--- config.mk ---
export PLATFORM = sky130hd
export DESIGN_NAME = lmsm_sequencer
export DESIGN_NICKNAME = d
export VERILOG_FILES = /design/src/rtl/lmsm_pkg.sv /design/src/rtl/lmsm_prio_enc.sv /design/src/rtl/lmsm_sequencer.sv
export SDC_FILE = /design/constraint.sdc
export NUM_CORES = 1
export LEC_CHECK = 0
export ABC_AREA = 0
export BUFFER_PORTS_ARGS = -buffer_cell sky130_fd_sc_hd__clkbuf_2
export CAP_MARGIN = 10
export CORE_MARGIN = 4
export CORE_UTILIZATION = 45
export CTS_CLUSTER_DIAMETER = 80
export DETAILED_ROUTE_END_ITERATION = 10
export PLACE_DENSITY_LB_ADDON = 0.25
export SLEW_MARGIN = 20
export SYNTH_ARGS = -nofsm -noshare
export SYNTH_HDL_FRONTEND = slang
export SYNTH_SLANG_ARGS = --single-unit
--- constraint.sdc ---
create_clock -name clk -period 2.25 [get_ports clk]
set_input_delay 0.45 -clock clk [delete_from_list [all_inputs] [get_ports clk]]
set_output_delay 0.45 -clock clk [all_outputs]
set_load 0.01 [all_outputs]
--- src/rtl/lmsm_pkg.sv ---
// lmsm_pkg: shared types and constants for the LM/SM sequencer
package lmsm_pkg;
  typedef enum logic [1:0] {IDLE, ACCESS, DONE} state_t;
  localparam int DEF_ADDR_W = 16;
  localparam int DEF_DATA_W = 16;
  localparam int DEF_NREG = 8;
  localparam int IDX_W = 3;
  localparam logic RWBAR_READ = 1'b1;
  localparam logic RWBAR_WRITE = 1'b0;
endpackage

--- src/rtl/lmsm_prio_enc.sv ---
// lmsm_prio_enc: lowest-set-bit encoder
// ports: v (request mask) -> idx (lowest set bit index), valid (any bit set)
module lmsm_prio_enc import lmsm_pkg::*; #(
  parameter int NREG = DEF_NREG
) (
  input  logic [NREG-1:0]  v,
  output logic [IDX_W-1:0] idx,
  output logic             valid
);
  always_comb begin
    idx = '0;
    for (int i = NREG - 1; i >= 0; i--)
      if (v[i]) idx = IDX_W'(i);
  end
  assign valid = |v;
endmodule

--- src/rtl/lmsm_sequencer.sv ---
// lmsm_sequencer: multi-cycle Load-Multiple / Store-Multiple sequencer
// inputs : clk, resetn (async, active-low), flush, start, is_store, base_addr, reg_list,
//          mem_rdata (async memory read data), rf_rd_data (combinational RF read data)
// outputs: mem_addr, rwbar, mem_wdata, rf_rd_idx, rf_wr_en, rf_wr_idx, rf_wr_data,
//          stall, busy, done
// option : LMSM_ADDR_WB_EN adds addr_wb_en / addr_wb_data for base-register writeback
module lmsm_sequencer import lmsm_pkg::*; #(
  parameter int ADDR_W = DEF_ADDR_W,
  parameter int DATA_W = DEF_DATA_W,
  parameter int NREG = DEF_NREG
) (
  input  logic              clk,
  input  logic              resetn,
  input  logic              flush,
  input  logic              start,
  input  logic              is_store,
  input  logic [ADDR_W-1:0] base_addr,
  input  logic [NREG-1:0]   reg_list,
  output logic [ADDR_W-1:0] mem_addr,
  output logic              rwbar,
  output logic [DATA_W-1:0] mem_wdata,
  input  logic [DATA_W-1:0] mem_rdata,
  output logic [IDX_W-1:0]  rf_rd_idx,
  input  logic [DATA_W-1:0] rf_rd_data,
  output logic              rf_wr_en,
  output logic [IDX_W-1:0]  rf_wr_idx,
  output logic [DATA_W-1:0] rf_wr_data,
`ifdef LMSM_ADDR_WB_EN
  output logic              addr_wb_en,
  output logic [ADDR_W-1:0] addr_wb_data,
`endif
  output logic              stall,
  output logic              busy,
  output logic              done
);
  state_t state;
  logic [NREG-1:0] mask, nmask;
  logic [ADDR_W-1:0] addr;
  logic st, valid, acc, sm, lm;
  logic [IDX_W-1:0] idx;
  lmsm_prio_enc #(.NREG(NREG)) u_enc (.v(mask), .idx(idx), .valid(valid));
  // clearing the lowest set bit is the same bit the encoder selected
  assign nmask = mask & (mask - NREG'(1));
  always_ff @(posedge clk or negedge resetn)
    if (!resetn) begin
      state <= IDLE;
      mask <= '0;
      addr <= '0;
      st <= 1'b0;
    end else if (flush) begin
      state <= IDLE;
      mask <= '0;
    end else
      case (state)
        IDLE: if (start) begin
          mask <= reg_list;
          addr <= base_addr;
          st <= is_store;
          state <= |reg_list ? ACCESS : DONE;
        end
        ACCESS: begin
          mask <= nmask;
          addr <= addr + ADDR_W'(1);
          state <= |nmask ? ACCESS : DONE;
        end
        default: state <= IDLE;
      endcase
  assign acc = state == ACCESS && valid;
  assign sm = acc && st;
  assign lm = acc && !st;
  assign mem_addr = acc ? addr : '0;
  assign rwbar = (sm && !flush) ? RWBAR_WRITE : RWBAR_READ;
  assign mem_wdata = sm ? rf_rd_data : '0;
  assign rf_rd_idx = sm ? idx : '0;
  assign rf_wr_en = lm && !flush;
  assign rf_wr_idx = lm ? idx : '0;
  assign rf_wr_data = lm ? mem_rdata : '0;
  // stall rises in the accepting cycle so the pipeline freezes before the first access
  assign stall = acc || (state == IDLE && start && !flush && |reg_list);
  assign busy = state != IDLE;
  assign done = state == DONE && !flush;
`ifdef LMSM_ADDR_WB_EN
  // addr has advanced once per access, so in DONE it holds base + popcount(list)
  assign addr_wb_en = done;
  assign addr_wb_data = done ? addr : '0;
`endif
endmodule

==> flow_results.org <==
** Global route
- After global routing the overflow that remains totals 0.
- Initial antenna violation count :: 0
- Global routing used 40.75% of the available met2 tracks.
- Most used routing layer :: met2
- Entering global routing, the biggest net connects 28 pins.
- Met1 global-route usage :: 31.72%
- In the global route stage, overall resource usage came out at 24.01%.
- The first global-routing pass estimated 11.98 mm of wire.
- Via count of the first global-routing pass :: 2435
- In the global route stage, met3 resource usage came out at 3.828%.

** STA
- Count of final hold-check violations :: 0
- Timing would allow up to 0.4433 GHz.
- Summed over all failing endpoints, the final setup total negative slack is -0.01112 ns.
- Worst path setup slack after routing :: -0.005788 ns
- In this run the tightest slew margin relative to its limit is 53.29%.
- On the final layout, the worst hold slack is 0.2069 ns.
- Of the available clock period, the critical path in the final layout requires 100.3%.
- Across the routed clock network, the largest skew measured is 0.001535 ns.
- Transition at the pin with the smallest max-transition slack :: 0.7007 ns
- Setup violations remaining at the end of the flow were counted as 2.
- Unrepaired setup endpoints after global routing :: yes
- The total count of max-transition violations in the final report is 0.
- Minimum period implied by the final worst setup slack :: 2.256 ns

** Synth
- Predominant post-synthesis flop cell :: sky130_fd_sc_hd__dfrtp_1
- Number of flops mapped to enable cells by yosys :: 0
- Average instance area after synthesis :: 8.055 µm²
- Sequential share of the synthesized area :: 30.84%
- Count of yosys warnings during synthesis :: 0
- The number of nets handed over by synthesis was 334.
- Instance count of the mapped netlist :: 272
- Unique masters post-synth :: 52
- Counting flops with an async set or reset pin after synthesis yields a share of 100.0%.
- Number of flip-flops and latches in the synthesized netlist :: 27
- Post-synthesis cell area :: 2191 µm²

** Pwr
- Combinational cells account for 59.6% of the total power.
- The internal power of the cells totals 1638 µW.
- Sequential cells burn 31.3% of the power.
- The clock network burns 9.1% of the power.
- In this run switching power makes up 46.96% of total power.
- Power density cells :: 1015 nW/µm²
- Leakage dissipation :: 0.001520 µW
- Worst ir drop on vdd :: 0.5586 mV
- Net switching power :: 1450 µW

** Worst hold path
- The worst hold path belongs to the class in -> async.

** Clock tree
- The root buffer cell chosen for the clock tree is sky130_fd_sc_hd__clkbuf_8.
- Clock latency on the worst-skew pair :: 0.27 ns
- Clock slew seen by the registers of the worst setup and hold paths :: 0.09 ns
- The clock passes through at most 2 buffers.
- H-tree level count :: 1
- Sinks on the clock net :: 27
- TritonCTS clock tree :: built
- Counting the buffers created by CTS gives 3.
- Number of hold buffers added after cts :: 0

** Placed design
- Routability Congestion :: 0.9161
- The placed instances occupy a cell area of 2861 µm².
- Placed cells :: 451
- Setup Slack @ Placement :: 0.06204 ns
- Number of buffers inserted by port buffering :: 119
- HPWL after detailed placement :: 5.534 mm

** Run
- Total of max-cap violations :: 0

** Layout
- Commonest cells after routing, fill and taps aside :: sky130_fd_sc_hd__clkbuf_2 (114), sky130_fd_sc_hd__and2_1 (26), sky130_fd_sc_hd__nor2_1 (24)
- Fraction of final layout cells with drive strength greater than 1 :: 42.96%
- 0 antenna diodes ended up in the layout.
- Post-route insts no fill :: 465
- Relative to the synthesized area, the layout overhead comes to 38.89%.
- In the final design database the tool counted 461 nets.
- After routing the design area is 3043 µm².
- Leaving out fill and tap cells, the most frequent cell in the layout is sky130_fd_sc_hd__clkbuf_2.

** Route
- Residual DRC count :: 0
- DRT antenna net count :: 0
- Number of vias in the routed layout :: 2609
- Routed wire length per instance :: 16.04 µm
- Dividing the detail-routed via count by the number of cells gives 5.611.
- The first detailed-routing pass took 4 iterations.
- The final layout contains routed wiring with a total length of 7.457 mm.
- Initial drt markers :: 191

** Run status
- Violations in the final reports :: setup timing
- The flow ran to the end, but the final reports show violations.

** Die
- For this configuration, the core starts out at a cell density of 46.38%.
- Y dimension of the die :: 77.78 µm
- The die is 77.78 µm wide.
- In this run the count of I/O pins placed on the die edge is 120.
- Core box area :: 4723 µm²
- Die area :: 6049 µm²
- Placement row count :: 25

** Setup path
- By startpoint and endpoint, the worst setup path is classified as reg -> out.
- Counting both buffers and inverters, the worst setup path holds a total of 1.
- Crit end category :: output pin
- Highest-delay cell along the critical path :: sky130_fd_sc_hd__dfrtp_2
- Crit-path leading delay family :: simple AND/OR/NAND/NOR gates
- Data arrives at the worst endpoint at 1.81 ns.
- Chain of cells forming the critical path :: nor4_4 -> a31oi_4 -> and2b_2 -> and2_4 -> buf_2
- Number of gates on the worst path with buffers counted :: 5
- Highest fanout seen on the critical path :: 8
- Data required, critical path :: 1.80 ns
- Cell count of the worst reg-to-reg path :: 5
- The worst setup path is launched from a flop.
- Slowest cell delay on critical path :: 0.45 ns
## Yosys cell counts (4+ instances only)
library cell               count  share of area [%]
sky130_fd_sc_hd__o31ai_1       5                1.7
sky130_fd_sc_hd__a21oi_1      17                3.9
sky130_fd_sc_hd__o21bai_1      5                1.7
sky130_fd_sc_hd__nand2_1      13                2.2
sky130_fd_sc_hd__dfrtp_1      27                 31
sky130_fd_sc_hd__nor4_1        6                1.7
sky130_fd_sc_hd__a211oi_1      5                1.7
sky130_fd_sc_hd__o22ai_1       4                1.1
sky130_fd_sc_hd__nor2_1       25                4.3
sky130_fd_sc_hd__clkbuf_1      9                1.5
sky130_fd_sc_hd__inv_1         5               0.86
sky130_fd_sc_hd__and2_1       33                9.4
sky130_fd_sc_hd__nand3_1       6                1.4
sky130_fd_sc_hd__or3_1         4                1.1
sky130_fd_sc_hd__o21ai_0      13                3.0
sky130_fd_sc_hd__buf_2         7                1.6
sky130_fd_sc_hd__a311oi_1      6                2.4
sky130_fd_sc_hd__o32ai_1       4                1.6
sky130_fd_sc_hd__and3_1       19                5.4
sky130_fd_sc_hd__nor3_1        7                1.6
## repair_timing
item | in CTS | in global routing
cloned | 2 | 0
buffers inserted | 4 | 4
resized for setup | 11 | 13
pin swaps | 18 | 4
setup endpoints to repair | 45 | 55
## cell type report
| class | instances | area, µm² |
|---|---|---|
| Clock buffer | 4 | 45.04 |
| Multi-Input combinational cell | 222 | 1441 |
| Tap cell | 67 | 83.83 |
| Timing Repair Buffer | 140 | 773.2 |
| Sequential cell | 27 | 680.7 |
| Inverter | 5 | 18.77 |
| Fill cell | 429 | 1680 |
## path summary, 6_finish.rpt
path,endpoint,from,slack [ns]
min in group clk,st,is_store,0.37
max,rf_wr_data[14],mask[1],-0.006
min,addr[8],resetn,0.21
min reg2reg,addr[0],addr[0],0.56
max in group asynchronous,mask[2],resetn,1.55
max reg2reg,mask[5],state[1],0.32
## registers in the layout, summed over array words and instances (netlist names)
| register | flops |
|---|---|
| addr | 16 |
| mask | 8 |
| state | 2 |
| st | 1 |
## kinds of logic after synthesis
family,after synthesis,share of synthesized area [%]
AOI/OAI and AO/OA,77,24.84
adders and majority gates,3,1.485
buffers and inverters,25,5.711
DFF,27,30.84
muxes,2,0.9138
and+or+nand+nor,138,36.21
## layer usage
metal  wire, µm  up-vias  share of wire [%]
met5          0        -                  0
met4        108        0                1.4
met3        610       13                8.2
met2       3555      128                 48
met1       3182     1198                 43
li1           -     1270                  -
## power groups by stage
stage,Combinational [µW],Clock (µW),Sequential (µW)
after floorplan,1200,0,861
after global placement,1650,0,955
after detailed placement,1680,0,966
after CTS,1780,286,964
after global routing,2030,313,1010
final,1840,281,968
## through the flow
stage / util, % / total power [µW]
6_report: 64.42 / 3089
5_1_grt: 64.42 / 3360
4_1_cts: 63.31 / 3030
3_5_place_dp: 60.58 / 2646
3_3_place_gp: 60.58 / 2606
2_1_floorplan: - / 2059
(Power assumes the default switching activity.)
